<file path="src/rtl/stream_arbiter.sv">
// stream_arbiter: N-to-1 AXI-Stream packet arbiter with fixed or round-robin priority and per-packet grant lock
module stream_arbiter #(
  parameter int N = 4,
  parameter int DW = 24,
  parameter int ROUND_ROBIN = 1,
  parameter int LSB_PRIORITY = 1,
  parameter int IW = $clog2(N)
) (
  input  logic            clk,
  input  logic            rst,
  input  logic [N*DW-1:0] s_axis_tdata,
  input  logic [N-1:0]    s_axis_tvalid,
  input  logic [N-1:0]    s_axis_tlast,
  output logic [N-1:0]    s_axis_tready,
  output logic [DW-1:0]   m_axis_tdata,
  output logic            m_axis_tvalid,
  output logic            m_axis_tlast,
  input  logic            m_axis_tready,
  output logic [IW-1:0]   m_axis_tid,
  output logic            busy
);
  localparam logic [0:0] IDLE = 1'b0;
  localparam logic [0:0] GRANT = 1'b1;
  logic [0:0] state;
  logic [IW-1:0] g, last, lo, hi, win;
  logic [N-1:0] mreq, sel;
  logic active;
  // round-robin: prefer requesters above the last grant, otherwise wrap to the full set
  always_comb begin
    mreq = '0;
    for (int i = 0; i < N; i++) mreq[i] = s_axis_tvalid[i] && (i > int'(last));
    sel = (ROUND_ROBIN != 0 && |mreq) ? mreq : s_axis_tvalid;
    lo = '0;
    hi = '0;
    for (int i = N - 1; i >= 0; i--) if (sel[i]) lo = IW'(i);
    for (int i = 0; i < N; i++) if (s_axis_tvalid[i]) hi = IW'(i);
    win = (ROUND_ROBIN != 0 || LSB_PRIORITY != 0) ? lo : hi;
  end
  assign active = state == GRANT;
  assign m_axis_tdata = active ? s_axis_tdata[g*DW +: DW] : '0;
  assign m_axis_tvalid = active & s_axis_tvalid[g];
  assign m_axis_tlast = active & s_axis_tlast[g];
  assign s_axis_tready = active ? (N'(m_axis_tready) << g) : '0;
  assign m_axis_tid = g;
  assign busy = active;
  always_ff @(posedge clk) begin
    if (rst) begin
      state <= IDLE;
      g <= '0;
      last <= IW'(N - 1);
    end else if (state == IDLE) begin
      if (|s_axis_tvalid) begin
        state <= GRANT;
        g <= win;
        last <= win;
      end
    end else if (m_axis_tvalid && m_axis_tready && m_axis_tlast) begin
      state <= IDLE;
    end
  end
endmodule

</file>
<file path="config.mk">
export PLATFORM = sky130hd
export DESIGN_NAME = stream_arbiter
export DESIGN_NICKNAME = d
export VERILOG_FILES = /design/src/rtl/stream_arbiter.sv
export SDC_FILE = /design/constraint.sdc
export NUM_CORES = 1
export LEC_CHECK = 0
export CORE_MARGIN = 2
export CORE_UTILIZATION = 26
export DETAILED_ROUTE_END_ITERATION = 10
export GPL_TIMING_DRIVEN = 0
export PLACE_DENSITY = 0.87
export SYNTH_ARGS = -nofsm -noshare
export SYNTH_HDL_FRONTEND = slang
export SYNTH_SLANG_ARGS = --single-unit
</file>
<file path="constraint.sdc">
create_clock -name clk -period 2.28 [get_ports clk]
set_input_delay 0.57 -clock clk [delete_from_list [all_inputs] [get_ports clk]]
set_output_delay 0.57 -clock clk [all_outputs]
set_load 0.1 [all_outputs]
</file>
# --- Word-level counts from Yosys, hierarchy flattened ---
# Cells that the tools add are included.
# Widths: inputs -> output; s select.
op_classes:
  n_mul: 1
  n_lt_le_gt_ge: 4
  shifts: 2
  n_mux: 14
  n_bitwise: 3
  n_reduce_logical: 8
ops:
  columns: ["operator", "n"]
  rows:
  - ["$shiftx 96x8->24", 1]
  - ["$mux 24", 1]
  - ["$mux 2", 4]
  - ["$mux 4", 2]
  - ["$logic_and 1x1->1", 5]
  - ["$mux 1", 5]
  - ["$bmux 1 s2", 2]
  - ["$gt 2x2->1 const A", 2]
  - ["$mul 2x2->4 const B", 1]
  - ["$reduce_or 4->1", 1]
  - ["$shl 1x2->4", 1]
  - ["$lt 2x3->1 const B", 1]
  - ["$reduce_or 3->1", 1]
  - ["$and 1x1->1", 2]
  - ["$gt 1x2->1 const A", 1]
  - ["$reduce_and 2->1", 1]
  - ["$not 1->1", 1]
totals:
  reg_bits: 5
  output_inout_bits: 33

# --- Depth between registers and ports, before layout ---
logic_depth:
  word_depth: 8
  ltp_mapped: 5
  mapped_depth_nobuf: 4

# --- Worst setup path before layout ---
# OpenSTA, ideal clock, no wires.
synth_path:
  kind: "reg-to-output"
  start: "reg g[0], in the netlist m_axis_tid[0]"
  end: "out s_axis_tready[1]"
  arrival_ns: 3.524
  required_ns: 1.710
  slack_ns: -1.814
  path_stages_with_launch: 4
  n_path_buf: 1
  path_cell_list: "dfxtp_1 -> buf_2 -> inv_1 -> nor3_1"
synth_between:
  elab_chain_len: 2
synth_rtl:
  columns: ["element", "line", "rtl"]
  rows:
  - ["from (decl)", "25", "logic [IW-1:0] g, last, lo, hi, win;"]
  - ["from (signal assigned)", "54", "g <= win;"]
  - ["$shl 1x2->4", "43", "assign s_axis_tready = active ? (N'(m_axis_tready) << g) : '0;"]
  - ["$mux 4", "43", null]
  - ["to (decl)", "14", "output logic [N-1:0] s_axis_tready,"]
# Every way passes these cells.

# --- Final worst setup path ---
layout_path:
  start: "in s_axis_tvalid[1]"
  end: "out m_axis_tvalid"
layout_between:
  elab_chain_len: 3
layout_rtl:
  columns: ["element", "line", "rtl"]
  rows:
  - ["from (decl)", "12", "input logic [N-1:0] s_axis_tvalid,"]
  - ["$bmux 1 s2", "41", "assign m_axis_tvalid = active & s_axis_tvalid[g];"]
  - ["$mux 1 (not written as such)", "41", null]
  - ["$and 1x1->1", "41", null]
  - ["to (decl)", "16", "output logic m_axis_tvalid,"]
# Every way passes these cells. The select of a mux whose other input is x is not followed.

==> impl_metrics.ini <==
[timing]
relSlewSlack = 0.349
skew_ps = 0.870
finalSetupViolations = 0
finalHoldViolCount = 0
fmax_mhz = 447
post-route-period-util = 0.982
fin_crit_ps = 2240
slew_violations = 0
worst_pin_slew_ps = 981
rsz0062_at_grt = false

[cells_and_area]
final_cell_area_sq_um = 2840
nNetsFinal = 354
area_growth_pct = 163
layout-drive-gt1-share = 0.415

[worst_setup_path]
start_kind = primary input
crit_path_end_kind = primary output
cp_num_buf_inv = 2
path_cells = clkdlybuf4s15_1 -> mux4_2 -> and2_4 -> buf_12
critPathRequiredTime_ps = 1710
crit_type = in2out
r2r_setup_slack_ps = 900
worstPathArrival_ps = 1670
crit_path_top_delay_cell = mux4_2
r2r_cells = 5
slowest_delay_ps = 500
critical_path_depth = 4
cp_top_family = multiplexers
r2r_end = busy
r2r-start = m_axis_tid[0]
crit_fanout = 7

[outcome]
outcome = finished, final reports clean

[min_path]
min_from = last[0]
hold_path.class = reg2reg
hold_path_end = last[0]
holdPathStages = 2

[detailed_routing]
drc = 0
drt_iter0_markers = 31
num_vias = 1489
ant_nets = 0
dr.pass1.iters = 4
via_per_inst = 5.01
routed_wirelength_mm = 5.21
routedWlPerCell_microns = 17.5

[clocking]
cts_hold_buf = 0
worstSkewPairLatency_ps = 220
clock_sinks = 5
clock_path_buffers = 2
numCtsBuffers = 3
cts_htree_levels = 1
cts_tree = done
clk_pin_slew_worst_paths_ps = 30
cts_root_buf = clkbuf_8

[yosys]
synth_top_family_by_area = multiplexers
synth_edf_count = 0
syn_nets = 210
synthMuxAreaShare = 0.542
synth-main-ff-cell = dfxtp_1
synth_compound_area_frac = 0.0799
synthSimpleGateAreaFrac = 0.238
postSynthCellCount = 103
avgSynthCellArea_sq_um = 10.5
synth_area_sq_um = 1080
yosys.area_share.adder = 0
seq_area_frac_synth = 0.0926
ys_warn_count = 0
synth-xor-area-share = 0
synth-seq-cells = 5
synth_cell_types = 23
async_reset_ff_frac = 0

[job]
cap_violations = 0

[die]
die_area_sq_um = 4690
rows = 23
start_util = 0.270
die_w_microns = 68.5
pin_count = 140
core_sq_um = 4000
die_y_microns = 68.5

[placed_design]
place_area_sq_um = 2630
place_congestion = 0.827
hpwl_mm = 4.28
io_buffers = 139

[grt]
antenna_found_initial = 1
grt_max_degree = 11
grt_usage = 0.220
grt_pass1_wl_mm = 7.54
grt-ovfl-total = 0
grt_pass1_vias = 1508

[power_and_ir_drop]
power.density_nw_per_um2 = 449
ir_drop_mv = 0.497
p_total_mw = 1.28
p_leak_nw = 1.26
==> worst max path at each step <==
stage,slack (ps),end,startpoint
after global placement,-1020,m_axis_tvalid,s_axis_tvalid[3]
final,40,m_axis_tvalid,s_axis_tvalid[1]
after global routing,1,m_axis_tvalid,m_axis_tid[0]
after detailed placement,-1050,m_axis_tvalid,s_axis_tvalid[3]
after CTS,5,m_axis_tvalid,s_axis_tvalid[3]
after floorplan,20,m_axis_tdata[17],m_axis_tid[0]
==> power breakdown <==
| group | internal [mW] | switching (mW) |
|---|---|---|
| logic | 0.449 | 0.561 |
| clock network | 0.120 | 0.0410 |
| registers | 0.0960 | 0.0118 |
==> cell families after synthesis <==
kind of cell,count (synthesis)
and+or+nand+nor,48
buffers and inverters,10
DFF,5
muxes,26
AOI/OAI and AO/OA,14
==> flip-flops by register name, summed over array words and instances, names as in the netlist <==
name / count
busy: 1
last: 2
m_axis_tid: 2
==> routing by layer <==
metal	share of wire	GRT usage	vias to the layer above
met1	0.33	0.236	706
met5	0	0	-
li1	-	-	689
met4	0.033	0.0800	0
met3	0.096	0.0592	14
met2	0.54	0.406	80
==> area by class of cell <==
type	count	area [sq um]
Antenna cell	1	2.50
Buffer	9	70.1
Clock buffer	4	45.0
Fill cell	330	1160
Inverter	1	3.75
Multi-Input combinational cell	88	1030
Sequential cell	5	111
Tap cell	50	62.6
Timing Repair Buffer	139	1510
==> synth_stat cells, drive strengths merged, types with 2 or more instances <==
library cell	number	area share
and2	26	0.15
mux4	26	0.54
nor2	9	0.031
nand2	7	0.024
a21oi	5	0.023
clkbuf	5	0.017
dfxtp	5	0.093
buf	4	0.027
o21ai	3	0.014
nor3	2	0.0093
==> per-stage QoR <==
step	hold slack, ps	worst slack, ps	instances	TNS (ps)	util
after floorplan	476	21.2	103	0	-
after global placement	531	-1020	292	-25920	0.658
final	565	41.2	297	0	0.711
after detailed placement	540	-1050	292	-26470	0.658
after global routing	605	1.30	297	0	0.711
after CTS	558	5.44	296	0	0.707
==> worst reg2reg max path, stage by stage (launching register included) <==
cell and delay (ps):
dfxtp_4 360, buf_6 180, mux4_2 540, nand2_1 90, o22ai_1 70, nor2_1 80
==> cell usage in the layout, fill, tap and decap left out <==
cell and n:
a21boi_0 1, a21o_1 1, a21oi_1 5, and2_4 26, buf_12 26, buf_2 1
buf_4 2, buf_6 5, clkbuf_1 3, clkbuf_2 3, clkbuf_8 4, clkdlybuf4s15_1 2
clkdlybuf4s50_1 2, dfxtp_1 2, dfxtp_4 3, diode_2 1, dlygate4sd2_1 104, inv_1 1
mux4_2 26, nand2_1 6, nand2_2 1, nand2b_1 1, nand3_1 1, nor2_1 7
nor2_4 2, nor2b_1 1, nor3_4 2, nor3b_1 1, o211ai_1 1, o21ai_0 3
o21ba_2 1, o22ai_1 1, o31ai_1 1
==> what timing repair did <==
item	4_1_cts	5_1_grt
endpoints found under the setup margin	33	19
pin swaps	5	0
resized for setup	392	8
buffers inserted	0	0
hold endpoints to repair	0	0
Power figures use the tool's default switching activity.
